`src/rtl/fetch_queue_if.sv`:
```
// Fetch-stage bus: PC-stage address/halt/flush, instruction ROM port and decode-side handshake.
// The queue itself takes the slave modport; the environment drives it through master.
interface fetch_queue_if #(
   parameter int unsigned A = 4,
   parameter int unsigned W = 9
) ();
   logic [A-1:0] inst_addr_in;
   logic         halt;
   logic         flush;
   logic [A-1:0] mem_addr;
   logic [W-1:0] mem_data;
   logic         out_valid;
   logic [W-1:0] out_inst;
   logic [A-1:0] out_addr;
   logic         out_ready;

   modport master (
      output inst_addr_in, flush, mem_data, out_ready,
      input  halt, mem_addr, out_valid, out_inst, out_addr
   );

   modport slave (
      input  inst_addr_in, flush, mem_data, out_ready,
      output halt, mem_addr, out_valid, out_inst, out_addr
   );
endinterface

```
`src/rtl/fetch_queue.sv`:
```
// Instruction fetch queue: issues PC addresses to a synchronous ROM and buffers the returned
// words in a DEPTH-entry FIFO; halt reserves a slot for every fetch still in flight.
module fetch_queue #(
   parameter int unsigned A     = 4,
   parameter int unsigned W     = 9,
   parameter int unsigned DEPTH = 4
) (
   input logic          clk,
   input logic          reset,
   fetch_queue_if.slave bus
);
   localparam int unsigned PW = $clog2(DEPTH);
   localparam int unsigned CW = $clog2(DEPTH + 1);
   localparam int unsigned OW = CW + 1;

   logic [CW-1:0] count_q, count_d;
   logic [PW-1:0] rptr_q, rptr_d;
   logic [PW-1:0] wptr_q, wptr_d;
   logic          pending_q, pending_d;
   logic [A-1:0]  pend_addr_q, pend_addr_d;
   logic [W-1:0]  inst_q [DEPTH];
   logic [A-1:0]  addr_q [DEPTH];

   logic [OW-1:0] occupancy;
   logic          issue;
   logic          push;
   logic          pop;

   assign bus.mem_addr = bus.inst_addr_in;

   // Entries already queued plus the one fetch whose ROM data is still on its way.
   assign occupancy = {1'b0, count_q} + OW'(pending_q);
   assign bus.halt  = !bus.flush && (occupancy >= OW'(DEPTH));

   assign issue = !bus.halt && !bus.flush;
   assign push  = pending_q && !bus.flush;
   assign pop   = bus.out_valid && bus.out_ready;

   assign bus.out_valid = (count_q != '0);
   assign bus.out_inst  = inst_q[rptr_q];
   assign bus.out_addr  = addr_q[rptr_q];

   always_comb begin
      count_d     = count_q;
      rptr_d      = rptr_q;
      wptr_d      = wptr_q;
      pending_d   = issue;
      pend_addr_d = issue ? bus.inst_addr_in : pend_addr_q;

      if (push) begin
         wptr_d = wptr_q + PW'(1);
      end
      if (pop) begin
         rptr_d = rptr_q + PW'(1);
      end
      if (push && !pop) begin
         count_d = count_q + CW'(1);
      end else if (pop && !push) begin
         count_d = count_q - CW'(1);
      end

      // A taken branch empties the queue and drops any data returning from the ROM.
      if (bus.flush) begin
         count_d   = '0;
         rptr_d    = '0;
         wptr_d    = '0;
         pending_d = 1'b0;
      end
   end

   always_ff @(posedge clk or negedge reset) begin
      if (!reset) begin
         count_q     <= '0;
         rptr_q      <= '0;
         wptr_q      <= '0;
         pending_q   <= 1'b0;
         pend_addr_q <= '0;
      end else begin
         count_q     <= count_d;
         rptr_q      <= rptr_d;
         wptr_q      <= wptr_d;
         pending_q   <= pending_d;
         pend_addr_q <= pend_addr_d;
      end
   end

   always_ff @(posedge clk or negedge reset) begin
      if (!reset) begin
         for (int i = 0; i < int'(DEPTH); i++) begin
            inst_q[i] <= '0;
            addr_q[i] <= '0;
         end
      end else if (push) begin
         inst_q[wptr_q] <= bus.mem_data;
         addr_q[wptr_q] <= pend_addr_q;
      end
   end
endmodule
```
`src/flat_wrapper.sv`:
```
// flat-port wrapper written by rule: the top's interface ports become plain ports
module fetch_queue_flat 
#(
   parameter int unsigned A     = 4,
   parameter int unsigned W     = 9,
   parameter int unsigned DEPTH = 4
)
  (clk, reset, bus_inst_addr_in, bus_flush, bus_mem_data, bus_out_ready, bus_halt, bus_mem_addr, bus_out_valid, bus_out_inst, bus_out_addr);
  fetch_queue_if #(.A(A), .W(W)) bus_i ();
  input logic clk;
  input logic reset;
  input wire logic [$bits(bus_i.inst_addr_in)-1:0] bus_inst_addr_in;
  input wire logic [$bits(bus_i.flush)-1:0] bus_flush;
  input wire logic [$bits(bus_i.mem_data)-1:0] bus_mem_data;
  input wire logic [$bits(bus_i.out_ready)-1:0] bus_out_ready;
  output wire logic [$bits(bus_i.halt)-1:0] bus_halt;
  output wire logic [$bits(bus_i.mem_addr)-1:0] bus_mem_addr;
  output wire logic [$bits(bus_i.out_valid)-1:0] bus_out_valid;
  output wire logic [$bits(bus_i.out_inst)-1:0] bus_out_inst;
  output wire logic [$bits(bus_i.out_addr)-1:0] bus_out_addr;
  assign bus_i.inst_addr_in = bus_inst_addr_in;
  assign bus_i.flush = bus_flush;
  assign bus_i.mem_data = bus_mem_data;
  assign bus_i.out_ready = bus_out_ready;
  assign bus_halt = bus_i.halt;
  assign bus_mem_addr = bus_i.mem_addr;
  assign bus_out_valid = bus_i.out_valid;
  assign bus_out_inst = bus_i.out_inst;
  assign bus_out_addr = bus_i.out_addr;
  fetch_queue #(.A(A), .W(W), .DEPTH(DEPTH)) u_core (.clk(clk), .reset(reset), .bus(bus_i));
endmodule
```
`config.mk`:
```
export PLATFORM = sky130hd
export DESIGN_NAME = fetch_queue_flat
export DESIGN_NICKNAME = d
export VERILOG_FILES = /design/src/rtl/fetch_queue_if.sv /design/src/rtl/fetch_queue.sv /design/src/flat_wrapper.sv
export SDC_FILE = /design/constraint.sdc
export NUM_CORES = 1
export LEC_CHECK = 0
export BUFFER_PORTS_ARGS = -buffer_cell sky130_fd_sc_hd__buf_2
export CORE_MARGIN = 8
export CORE_UTILIZATION = 30
export CTS_BUF_LIST = sky130_fd_sc_hd__clkbuf_4 sky130_fd_sc_hd__clkbuf_8 sky130_fd_sc_hd__clkbuf_16
export CTS_CLUSTER_DIAMETER = 40
export CTS_CLUSTER_SIZE = 8
export DETAILED_ROUTE_END_ITERATION = 8
export GPL_TIMING_DRIVEN = 0
export HOLD_SLACK_MARGIN = 0.03
export SYNTH_ARGS = -nofsm -noshare
export SYNTH_HDL_FRONTEND = slang
export SYNTH_SLANG_ARGS = --single-unit
```
`constraint.sdc`:
```
create_clock -name clk -period 2.6 [get_ports clk]
set_input_delay 0.39 -clock clk [delete_from_list [all_inputs] [get_ports clk]]
set_output_delay 0.39 -clock clk [all_outputs]
set_load 0.005 [all_outputs]
```
# ---- Word-level counts from Yosys, hierarchy flattened
# Index checks and enable logic that the tools add are counted.
dict set report word_totals {
  input_bits 17
  wordCells 59
  reg_bits 64
  output_inout_bits 19
}
dict set report classes {
  muxes 20
  bitwise_logic 2
  magnitude_cmp 4
  n_addsub 5
  reduce_logical 15
}
# op count
set op_table {}
lappend op_table {{bitwise mux 36 bit} 1}
lappend op_table {{two-way mux 9 bit} 3}
lappend op_table {{binary-select mux 9 bit (select 2 bit)} 1}
lappend op_table {{demux 9 bit (select 2 bit)} 1}
lappend op_table {{bitwise mux 16 bit} 1}
lappend op_table {{two-way mux 4 bit} 3}
lappend op_table {{two-way mux 3 bit} 3}
lappend op_table {{binary-select mux 4 bit (select 2 bit)} 1}
lappend op_table {{demux 4 bit (select 2 bit)} 1}
lappend op_table {{two-way mux 2 bit} 4}
lappend op_table {{logical AND 1 bit} 7}
lappend op_table {{>= comparator 3 bit, second input constant} 2}
lappend op_table {{inverter 2 -> 3 bit} 2}
lappend op_table {{nonzero test 3 bit} 2}
lappend op_table {{adder 2 x 1 -> 2 bit, second input constant} 2}
lappend op_table {{adder 3 x 1 -> 4 bit} 1}
lappend op_table {{>= comparator 4 x 3 -> 1 bit, second input constant} 1}
lappend op_table {{zero test 1 bit} 4}
lappend op_table {{nonzero test 2 bit} 2}
lappend op_table {{adder 3 x 1 -> 3 bit, second input constant} 1}
lappend op_table {{less-than comparator 3 x 1 -> 1 bit, second input constant} 1}
lappend op_table {{subtractor 3 x 1 -> 3 bit, second input constant} 1}
lappend op_table {{two-way mux 1 bit} 1}

# ---- Logic depth before layout (Yosys ltp)
dict set report depth {
  ltp_word 7
  mapped_depth 7
  depth_no_buf 6
}

# ---- Worst setup path before layout
# Ideal clock, no wire load.
dict set report synth_timing {
  path_kind {flip-flop to flip-flop}
  start {register u_core.count_q[0]}
  end {register u_core.count_q[1]}
  n_path_buf 1
  required_time_ns 2.475
  path_stages_with_launch 8
  setup_time_ns 0.125
  synth_period_minus_slack_ns 2.083
  setup_slack_ns 0.517
  t_arrival_ns 1.958
  cell_sequence {dfrtp_1 buf_2 o31ai_1 and2_1 fa_1 inv_1 o22ai_1 a2111oi_0}
}
dict set report synth_between {
  elab_chain_cells 6
  word_cells_on_any_way 11
  cone_classes {2 x add/sub; 3 x mux; 6 x reduce/logical}
}
# element line_no
set synth_lines {}
lappend synth_lines {{start: declaration} fetch_queue.sv:16} ;# logic [CW-1:0] count_q, count_d;
lappend synth_lines {{start signal: assignment} fetch_queue.sv:79} ;# count_q <= count_d;
lappend synth_lines {{branches (longest 6 deep; another with subtractor 3 x 1 -> 3 bit)} -}
# Several ways; the timed one is not identified. The select of a mux whose other input is x is not followed.
# A chain may end at the register's enable or synchronous reset.

# ---- Worst setup path in the final report
# Ends and elaborated chain as after synthesis.

==> flow_metrics.py <==
metrics = {
    "run_status": {
        "status": "finished clean",
    },
    "timing": {
        "worst_slack_ps": 339.3,
        "finalSetupTns_ps": 0,
        "worstMarginPinSlew_ps": 807.8,
        "setup_violations": 0,
        "period_needed_ps": 2261,
        "max_freq_mhz": 442.4,
        "hold_violations": 0,
        "finalMaxSlewViolations": 0,
        "clock_skew_ps": 5.931,
        "rsz0062_at_grt": "no",
        "finalHoldWorstSlack_ps": 140.0,
        "relSlewSlack": 0.4614,
        "finalCritPeriodShare": 0.8695,
    },
    "final_layout": {
        "insertedDiodeCount": 0,
        "area.sequential_um2": 1602,
        "utilization": 0.3643,
        "drive_gt1_frac": 0.5533,
        "nFillCells": 954,
        "fin_nets": 262,
        "multi_input_area_um2": 1222,
        "synthToLayoutAreaGrowth_pct": 18.99,
    },
    "routing": {
        "firstDrtPassIters": 4,
        "drt_iter0_drc": 33,
        "ant_nets": 0,
        "vias": 1689,
        "vias_per_cell": 4.480,
        "post-route-drc-count": 0,
        "wl_per_cell_um": 15.29,
        "routed_wl_um": 5766,
    },
    "worst_setup_path": {
        "crit_fanout": 8,
        "critPathKind": "reg2reg",
        "end_kind": "flip-flop",
        "required_ps": 2810,
        "critPathLaunchType": "flip-flop",
        "cp.arrival_ps": 2470,
    },
    "global_route": {
        "grt_pass1_vias": 1817,
        "grt_antenna_before_repair": 0,
        "overflow": 0,
        "grt_max_degree": 65,
        "grtUsageTotal": 0.09662,
        "grt_first_pass_wirelength_um": 9653,
    },
    "synth": {
        "synth_top_family_by_area": "multiplexers",
        "synth-async-reset-ratio": 1.000,
        "avgSynthCellArea_um2": 15.21,
        "ys_types": 31,
        "synth_compound_gate_area_share": 0.02574,
        "synthAdderAreaFrac": 0.02363,
        "yosysWarningCount": 0,
        "yosysTopAreaCell": "dfrtp_1",
        "netlist_top_cells_area": "dfrtp_1 (54%), mux2_2 (21%), mux4_2 (9.9%)",
        "synthMuxAreaShare": 0.3148,
        "synthFlopType": "dfrtp_1",
        "ys_seq_area_frac": 0.5401,
        "synth_common_cells": "dfrtp_1 (64), mux2_2 (56), mux4_2 (13), inv_1 (6), nor2_1 (6)",
        "synth_edf_count": 0,
        "synthesis.area_um2": 2965,
        "post-synth-top-count-cell": "dfrtp_1",
        "yosysTopAreaCellShare": 0.5401,
        "synth_xor_area_frac": 0.01477,
        "synth_nets": 217,
        "yosys.area_share.simple": 0.03333,
        "synth_cells": 195,
        "ys_ff_latch": 64,
    },
    "place": {
        "place_congestion": 0.7172,
        "post-place-ws_ps": 296.1,
        "dpl.hpwl_um": 3964,
        "io_buffer_count": 34,
    },
    "die": {
        "core_um2": 9684,
        "rows": 36,
        "die-area_um2": 13320,
        "dieWidth_um": 115.4,
        "die_height_um": 115.4,
        "io_pins": 36,
        "start_util": 0.3062,
    },
    "power_and_ir_drop": {
        "cellLeakagePower_nw": 1.612,
        "peakVddDrop_mv": 0.3236,
        "powerDensity_nw_per_um2": 1139,
    },
    "clock_tree": {
        "cts.htree.levels": 3,
        "cts_tree": "built",
        "clock_latency_ps": 330,
        "cts.sinks": 64,
        "ctsResizeCount": 0,
        "cts-root-buf": "clkbuf_8",
        "hold_buffers": 0,
        "numCtsBuffers": 9,
        "post_cts_buffers": 0,
        "cts_buffer_depth": 2,
        "clkSlewWorstSetupHoldPaths_ps": 70,
    },
    "min_path": {
        "hp-class": "in2async",
    },
    "job": {
        "drv_cap": 0,
    },
}
[through the flow]
| stage | total power [mW] | cell area (µm²) | cells |
|---|---|---|---|
| detailed placement | 3.133 | 3304 | 362 |
| global route | 4.330 | 3528 | 377 |
| floorplan | 2.664 | 2965 | 195 |
| CTS | 4.104 | 3528 | 377 |
| finish | 4.018 | 3528 | 377 |
| global placement | 3.073 | 3302 | 362 |
[cell families after synthesis]
logic type               after synthesis
multiplexers                          70
AND/OR/NAND/NOR                       19
buffers and inverters                 21
XOR/XNOR                               5
flip-flops                            64
adder cells (fa/ha/maj)                5
AO/OA/AOI/OAI                         11
[placed cells by master, fill, tap and decap left out, types with 2 or more instances in the layout]
cell type,netlist,layout
dfrtp_1,64,64
buf_4,5,6
nor2_1,6,6
buf_6,5,5
inv_1,6,6
xnor2_1,3,3
xor2_1,2,2
nand2_1,5,5
buf_2,4,37
clkbuf_8,0,11
a31oi_1,2,2
bufinv_16,0,2
nand2b_1,2,2
o22ai_1,2,2
mux2_2,56,56
ha_1,4,4
mux4_2,13,13
[path summary, 6_finish.rpt]
path	startpoint	endpoint	slack, ps	depth (start not counted)
setup / recovery	u_core.count_q[0]$_DFFE_PN0P_	u_core.count_q[1]$_DFFE_PN0P_	340	7
hold / removal	reset	u_core.inst_q[11]$_DFFE_PN0P_	140	1
setup reg to reg	u_core.count_q[0]$_DFFE_PN0P_	u_core.count_q[1]$_DFFE_PN0P_	340	7
hold reg to reg	u_core.inst_q[12]$_DFFE_PN0P_	u_core.inst_q[12]$_DFFE_PN0P_	500	1
max in group asynchronous	reset	u_core.addr_q[8]$_DFFE_PN0P_	1920	1
min in group clk	bus_inst_addr_in[0]	u_core.pend_addr_q[0]$_DFFE_PN0P_	310	2
[layer usage]
layer  vias up  wire, µm  track usage
met1       865      2663       0.1196
met4         0        63      0.03152
met2        34      2666       0.1453
met5         -         0            0
met3         4       372      0.04534
li1        786         -            -
[report_power, final]
part           internal, mW  switching (mW)  total [mW]  leakage [nW]
Sequential             1.44           0.241        1.68         0.807
Combinational         0.858           0.530        1.39         0.689
Clock                 0.596           0.352       0.948         0.116
[area by class of cell]
| class | instances | area share |
|---|---|---|
| buffer | 15 | 0.03369 |
| clock buffer | 12 | 0.04504 |
| clock inverter | 3 | 0.01844 |
| inverter | 6 | 0.006383 |
| multi-input combinational | 110 | 0.3465 |
| sequential | 64 | 0.4539 |
| tap | 133 | 0.04716 |
| timing repair buffer | 34 | 0.04894 |
[critical path: stages (launching register included)]
cell,delay [ps]
dfrtp_1,350
buf_2,160
o31ai_1,450
and2_1,230
fa_1,410
inv_1,80
o22ai_1,70
a2111oi_0,390
[state kept, by name, indices dropped and copies added, names as in the netlist]
register,count
u_core.rptr_q,2
u_core.addr_q,16
u_core.pending_q,1
u_core.wptr_q,2
u_core.count_q,3
u_core.inst_q,36
u_core.pend_addr_q,4
Note: power is estimated with default switching activity, not from simulation.
